### config.mk
export PLATFORM = sky130hd
export DESIGN_NAME = inst_fetch_ctrl
export DESIGN_NICKNAME = d
export VERILOG_FILES = /design/src/rtl/inst_fetch_ctrl.sv
export SDC_FILE = /design/constraint.sdc
export NUM_CORES = 1
export LEC_CHECK = 0
export BUFFER_PORTS_ARGS = -buffer_cell sky130_fd_sc_hd__buf_2
export CAP_MARGIN = 30
export CELL_PAD_IN_SITES_DETAIL_PLACEMENT = 0
export CELL_PAD_IN_SITES_GLOBAL_PLACEMENT = 1
export CORE_ASPECT_RATIO = 0.9
export CORE_UTILIZATION = 48
export DETAILED_ROUTE_END_ITERATION = 10
export PLACE_DENSITY_LB_ADDON = 0.1
export RECOVER_POWER = 50
export SLEW_MARGIN = 30
export SYNTH_ARGS = -nofsm -noshare
export SYNTH_HDL_FRONTEND = slang
export SYNTH_SLANG_ARGS = --single-unit
### constraint.sdc
create_clock -name clk -period 10.65 [get_ports clk]
set_input_delay 1.5975 -clock clk [delete_from_list [all_inputs] [get_ports clk]]
set_output_delay 1.5975 -clock clk [all_outputs]
set_load 0.01 [all_outputs]
### src/rtl/inst_fetch_ctrl.sv
// -----------------------------------------------------------------------------
// inst_fetch_ctrl
//   Instruction fetch front end. Keeps a byte PC, issues at most one ROM read
//   at a time (the ROM returns data one cycle after the address is captured),
//   and buffers returned {pc, opcode} pairs in a 2-entry FIFO that feeds a
//   valid/ready consumer. A redirect flushes the FIFO, drops any read in
//   flight and reloads the PC.
//
// Parameters
//   RESET_PC        byte address of the first fetch after reset
//
// Ports
//   clk             clock, all state updates on the rising edge
//   rst             asynchronous active-high reset
//   fetch_en        allows new ROM reads to issue
//   redirect_valid  one-cycle pulse loading redirect_pc as the new fetch PC
//   redirect_pc     byte address for the redirect (low two bits ignored)
//   rom_addr        word address to the instruction ROM, {2'b00, pc[31:2]}
//   rom_data        ROM opcode, valid the cycle after rom_addr was captured
//   inst_valid      an instruction is presented to the consumer
//   inst_ready      consumer accepts the presented instruction
//   inst_pc         byte PC of the presented instruction
//   inst_opcode     opcode of the presented instruction
//   perf_fetch_cnt  (FETCH_PERF_CNT_EN only) count of issued ROM reads
//   perf_stall_cnt  (FETCH_PERF_CNT_EN only) cycles with inst_valid & ~inst_ready
//
// Configuration
//   Define FETCH_PERF_CNT_EN to add the two wrapping performance counters.
// -----------------------------------------------------------------------------
module inst_fetch_ctrl #(
  parameter logic [31:0] RESET_PC = 32'h0000_0000
) (
  input  logic        clk,
  input  logic        rst,
  input  logic        fetch_en,
  input  logic        redirect_valid,
  input  logic [31:0] redirect_pc,
  output logic [31:0] rom_addr,
  input  logic [31:0] rom_data,
  output logic        inst_valid,
  input  logic        inst_ready,
  output logic [31:0] inst_pc,
  output logic [31:0] inst_opcode
`ifdef FETCH_PERF_CNT_EN
  ,
  output logic [31:0] perf_fetch_cnt,
  output logic [31:0] perf_stall_cnt
`endif
);

  typedef enum logic {IDLE = 1'b0, RUN = 1'b1} state_t;

  state_t      state_reg, state_next;
  logic [31:0] pc_reg;
  logic [1:0]  count_reg;
  logic        inflight_reg;
  logic [31:0] inflight_pc_reg;
  logic        wr_ptr_reg, rd_ptr_reg;
  logic [31:0] fifo_pc_reg [2];
  logic [31:0] fifo_op_reg [2];

  logic        issue, enq, deq;
  logic [2:0]  occupancy;

  // Redirect targets are word aligned; the dropped low bits are intentionally
  // not observed anywhere.
  logic unused_redirect_lsbs;
  assign unused_redirect_lsbs = ^redirect_pc[1:0];

  // ---------------------------------------------------------------------------
  // FSM: state register
  // ---------------------------------------------------------------------------
  always_ff @(posedge clk or posedge rst) begin
    if (rst) state_reg <= IDLE;
    else     state_reg <= state_next;
  end

  // FSM: next-state logic. RUN is left only once the last read has landed.
  always_comb begin
    state_next = state_reg;
    case (state_reg)
      IDLE:    if (fetch_en) state_next = RUN;
      RUN:     if (!fetch_en && !inflight_reg) state_next = IDLE;
      default: state_next = IDLE;
    endcase
  end

  // FSM: outputs / datapath controls. Issue is not qualified by the state so
  // the first read goes out in the same cycle fetch_en rises. Occupancy looks
  // ahead at the slot freed by this cycle's dequeue so streaming runs at one
  // instruction per cycle without ever overfilling the FIFO.
  always_comb begin
    deq       = inst_valid & inst_ready;
    enq       = inflight_reg & ~redirect_valid;
    occupancy = {1'b0, count_reg} + {2'b00, inflight_reg} - {2'b00, deq};
    issue     = 1'b0;
    if (fetch_en && !redirect_valid && (occupancy < 3'd2)) issue = 1'b1;
  end

  // ---------------------------------------------------------------------------
  // PC, in-flight tracking and FIFO bookkeeping
  // ---------------------------------------------------------------------------
  always_ff @(posedge clk or posedge rst) begin
    if (rst) begin
      pc_reg          <= RESET_PC;
      count_reg       <= 2'd0;
      inflight_reg    <= 1'b0;
      inflight_pc_reg <= 32'd0;
      wr_ptr_reg      <= 1'b0;
      rd_ptr_reg      <= 1'b0;
    end else if (redirect_valid) begin
      // Flush everything; the response of a read in flight this cycle is
      // simply never enqueued.
      pc_reg       <= {redirect_pc[31:2], 2'b00};
      count_reg    <= 2'd0;
      inflight_reg <= 1'b0;
      wr_ptr_reg   <= 1'b0;
      rd_ptr_reg   <= 1'b0;
    end else begin
      if (issue) begin
        pc_reg          <= pc_reg + 32'd4;
        inflight_pc_reg <= pc_reg;
      end
      inflight_reg <= issue;
      if (enq) wr_ptr_reg <= ~wr_ptr_reg;
      if (deq) rd_ptr_reg <= ~rd_ptr_reg;
      count_reg <= count_reg + {1'b0, enq} - {1'b0, deq};
    end
  end

  // FIFO storage, one register pair per entry.
  generate
    for (genvar gi = 0; gi < 2; gi++) begin : g_fifo
      always_ff @(posedge clk or posedge rst) begin
        if (rst) begin
          fifo_pc_reg[gi] <= 32'd0;
          fifo_op_reg[gi] <= 32'd0;
        end else if (enq && (wr_ptr_reg == 1'(gi))) begin
          fifo_pc_reg[gi] <= inflight_pc_reg;
          fifo_op_reg[gi] <= rom_data;
        end
      end
    end
  endgenerate

  assign rom_addr    = {2'b00, pc_reg[31:2]};
  assign inst_valid  = (count_reg != 2'd0) & ~redirect_valid;
  assign inst_pc     = fifo_pc_reg[rd_ptr_reg];
  assign inst_opcode = fifo_op_reg[rd_ptr_reg];

`ifdef FETCH_PERF_CNT_EN
  // Both counters wrap naturally at 32 bits.
  always_ff @(posedge clk or posedge rst) begin
    if (rst) begin
      perf_fetch_cnt <= 32'd0;
      perf_stall_cnt <= 32'd0;
    end else begin
      if (issue)                    perf_fetch_cnt <= perf_fetch_cnt + 32'd1;
      if (inst_valid && !inst_ready) perf_stall_cnt <= perf_stall_cnt + 32'd1;
    end
  end
`endif

endmodule

==> impl_metrics.py <==
metrics = {
    "worst_setup_path": {
        "worst_path_max_delay_cell": "clkbuf_1",
        "crit_type": "in -> reg",
        "arrival_ns": 7.64,
        "r2r_start": "count_reg[1]",
        "endpoint_kind": "flip-flop",
        "rrSetupSlack_ns": 5.74,
        "reg2reg_to": "pc_reg[10]",
        "cp_slowest_stage_delay_ns": 1.57,
        "crit_fanout": 58,
        "reg2reg_depth": 14,
        "required_ns": 10.99,
        "startpoint_type": "input port",
        "cp_cell_sequence": "buf_2, clkbuf_1, nor2_1, nand2_1, inv_1, ha_1, nand2b_1, fa_1, nor2b_1, nand3_2, buf_4, clkinv_2, nor2_2, o21ai_0, o211ai_1",
    },
    "min_path": {
        "holdPathStages": 2,
        "min_path_type": "reg -> reg",
        "hold_end": "inflight_pc_reg[29]",
        "hold_start": "inflight_pc_reg[29]",
    },
    "run_status": {
        "violations": "max-capacitance violations, max-slew violations",
        "outcome": "complete, but fails checks",
    },
    "floorplanning": {
        "die_h_um": 129,
        "rows": 46,
        "initial_core_util_pct": 48.9,
        "core_um2": 17600,
        "die_w_um": 143,
        "ios": 166,
        "fp.dieArea_um2": 18500,
    },
    "timing": {
        "worst_pin_slew_ns": 4.81,
        "rsz0062_at_grt": "false",
        "max_clock_freq_mhz": 137,
        "skew_ns": 0.00675,
        "setup_tns_ns": 0,
        "hold_violations": 0,
        "setup_viol": 0,
        "drv_slew": 186,
        "fin_crit_sh_pct": 68.5,
        "max_slew_margin_pct": -222,
        "period_needed_ns": 7.30,
    },
    "cts": {
        "cts_max_path_buffers": 2,
        "clock_latency_ns": 0.42,
        "cts-root-buf": "clkbuf_16",
        "clock_sinks": 189,
        "htreeDepth": 4,
        "numCtsBuffers": 17,
        "post-cts-setup-buffer-count": 0,
        "cts_resized": 0,
        "cts_hold_buf": 0,
        "clk_pin_slew_ns": 0.07,
        "tritoncts": "yes",
    },
    "grt": {
        "grt_max_degree": 112,
        "first_global_vias": 6062,
        "antenna_found_initial": 1,
        "grt_usage_pct": 21.9,
        "grt_pass1_wl_mm": 31.1,
        "overflow": 0,
    },
    "detailed_routing": {
        "drc": 0,
        "firstDrtPassIters": 4,
        "drt_iter0_drc": 314,
        "wirelength_mm": 19.2,
        "wl_per_cell_um": 17.4,
        "ant_nets": 0,
        "vias": 5905,
        "viasPerCell": 5.34,
    },
    "final_layout": {
        "final_nets": 926,
        "drive_gt1_share_pct": 42.4,
        "diodes": 0,
        "largest_reg_flops": 64,
        "stdcell_area_um2": 10200,
        "area_growth_pct": 17.9,
        "fillers": 1528,
    },
    "logic_synthesis": {
        "synthesis.area_um2": 8620,
        "yosysWarnings": 0,
        "synthCells": 707,
        "ys.flop_type": "dfrtp_1",
        "async_flop_share_pct": 100,
        "seq_area_frac_synth_pct": 54.9,
        "synth-edff-count": 0,
        "yosys_register_bits": 189,
        "avgSynthCellArea_um2": 12.2,
        "synth_cell_types": 52,
    },
    "job": {
        "maxCapViolations": 3,
    },
    "place": {
        "hpwl_mm": 12.3,
        "io_buffers": 159,
        "gp_congestion": 0.867,
        "post_dp_cell_area_um2": 9600,
    },
    "pwr": {
        "powerDensity_nw_per_um2": 256,
        "irDropWorstVdd_uv": 113,
        "leakage_nw": 4.83,
    },
}
## power breakdown
part,internal (W),switching [W],total [W],leakage [nW]
clock network,0.000374,0.000275,0.000648,0.304
logic,0.000425,0.000352,0.000777,2.15
registers,0.00100,0.000177,0.00118,2.37
## placed cells by master, fill, tap and decap left out, types with 6 or more instances in the layout
master / count
clkbuf_1: 32
nor2_1: 12
o21ai_0: 20
dfrtp_1: 188
nand4_1: 10
mux2_2: 186
inv_1: 8
nand3_1: 24
nand2_1: 107
clkbuf_16: 17
buf_2: 129
nor3_1: 6
a22oi_1: 8
nor2b_1: 9
## cells in the mapped netlist (3+ instances only)
| master | count | area, µm² |
|---|---|---|
| a21oi_1 | 4 | 20.0 |
| dfrtp_1 | 189 | 4730 |
| buf_4 | 4 | 30.0 |
| ha_1 | 4 | 50.1 |
| xnor2_1 | 4 | 35.0 |
| buf_2 | 23 | 115 |
| nand2_1 | 107 | 402 |
| clkbuf_1 | 12 | 45.0 |
| nor3_1 | 6 | 30.0 |
| nor2_1 | 13 | 48.8 |
| mux2_2 | 186 | 2090 |
| or3_1 | 4 | 25.0 |
| o21ai_0 | 20 | 100 |
| nand2b_1 | 3 | 18.8 |
| inv_1 | 9 | 33.8 |
| o311ai_0 | 3 | 26.3 |
| a21o_1 | 5 | 37.5 |
| o211ai_1 | 3 | 22.5 |
| nand3_1 | 25 | 125 |
| nor2b_1 | 9 | 56.3 |
| and2_1 | 3 | 18.8 |
| o21ai_1 | 3 | 15.0 |
| nand4_1 | 10 | 62.6 |
| nand3b_1 | 4 | 30.0 |
| a32oi_1 | 3 | 26.3 |
| a221o_1 | 4 | 40.0 |
| a22oi_1 | 8 | 60.1 |
| buf_1 | 5 | 18.8 |
| or4_1 | 3 | 22.5 |
## logic make-up after synthesis
kind of cell | Yosys count | synth area share, %
multiplexers | 188 | 24.5
flip-flops | 189 | 54.9
buffers and inverters | 54 | 2.86
adder cells (fa/ha/maj) | 5 | 0.813
XOR/XNOR | 6 | 0.610
AND/OR/NAND/NOR | 203 | 11.5
AO/OA/AOI/OAI | 61 | 4.76
other | 1 | 0.0435
## layer usage
layer  up-vias  share of wire, %  GRT usage [%]  routed length (µm)
met5         -             0.068              0                  13
met4         2              0.59           4.88                 114
met3        11               5.0           5.43                 955
met2       138                49           37.0                9490
met1      2977                45           28.6                8640
li1       2777                 -              -                   -
## metrics by stage
| step | total power (W) | std cells | hold WS, ns | util [%] | setup slack (ns) |
|---|---|---|---|---|---|
| 3_5_place_dp | 0.00198 | 1073 | 0.482 | 54.5 | 4.60 |
| 3_3_place_gp | 0.00193 | 1073 | 0.473 | 54.5 | 4.72 |
| 2_1_floorplan | 0.00170 | 710 | 0.458 | - | 3.91 |
| 5_1_grt | 0.00277 | 1105 | 0.506 | 57.7 | 2.72 |
| 6_report | 0.00261 | 1105 | 0.494 | 57.7 | 3.35 |
| 4_1_cts | 0.00264 | 1105 | 0.499 | 58.0 | 5.05 |
## area by class of cell
type	instances	area (µm²)	area share, %
Timing Repair Buffer	167	815	8.01
Inverter	10	40.0	0.394
Tap cell	240	300	2.95
Clock buffer	21	480	4.73
Multi-Input combinational cell	467	3670	36.1
Sequential cell	189	4730	46.5
Clock inverter	11	131	1.29
## worst max-delay path: cells and delay by family
family / cells / cell delay [ns]
buffers and inverters: 5 / 3.12
adders and majority gates: 2 / 0.69
AOI/OAI and AO/OA: 2 / 0.36
and+or+nand+nor: 6 / 1.83
## worst max-delay path by stage
stage,start,endpoint,slack (ns)
after CTS,redirect_valid,pc_reg[10],5.05
after detailed placement,redirect_valid,pc_reg[18],4.60
after floorplan,rst,count_reg[0],3.91
final,redirect_valid,pc_reg[10],3.35
after global routing,redirect_valid,pc_reg[21],2.72
after global placement,redirect_valid,pc_reg[10],4.72
Power figures use the tool's default switching activity.
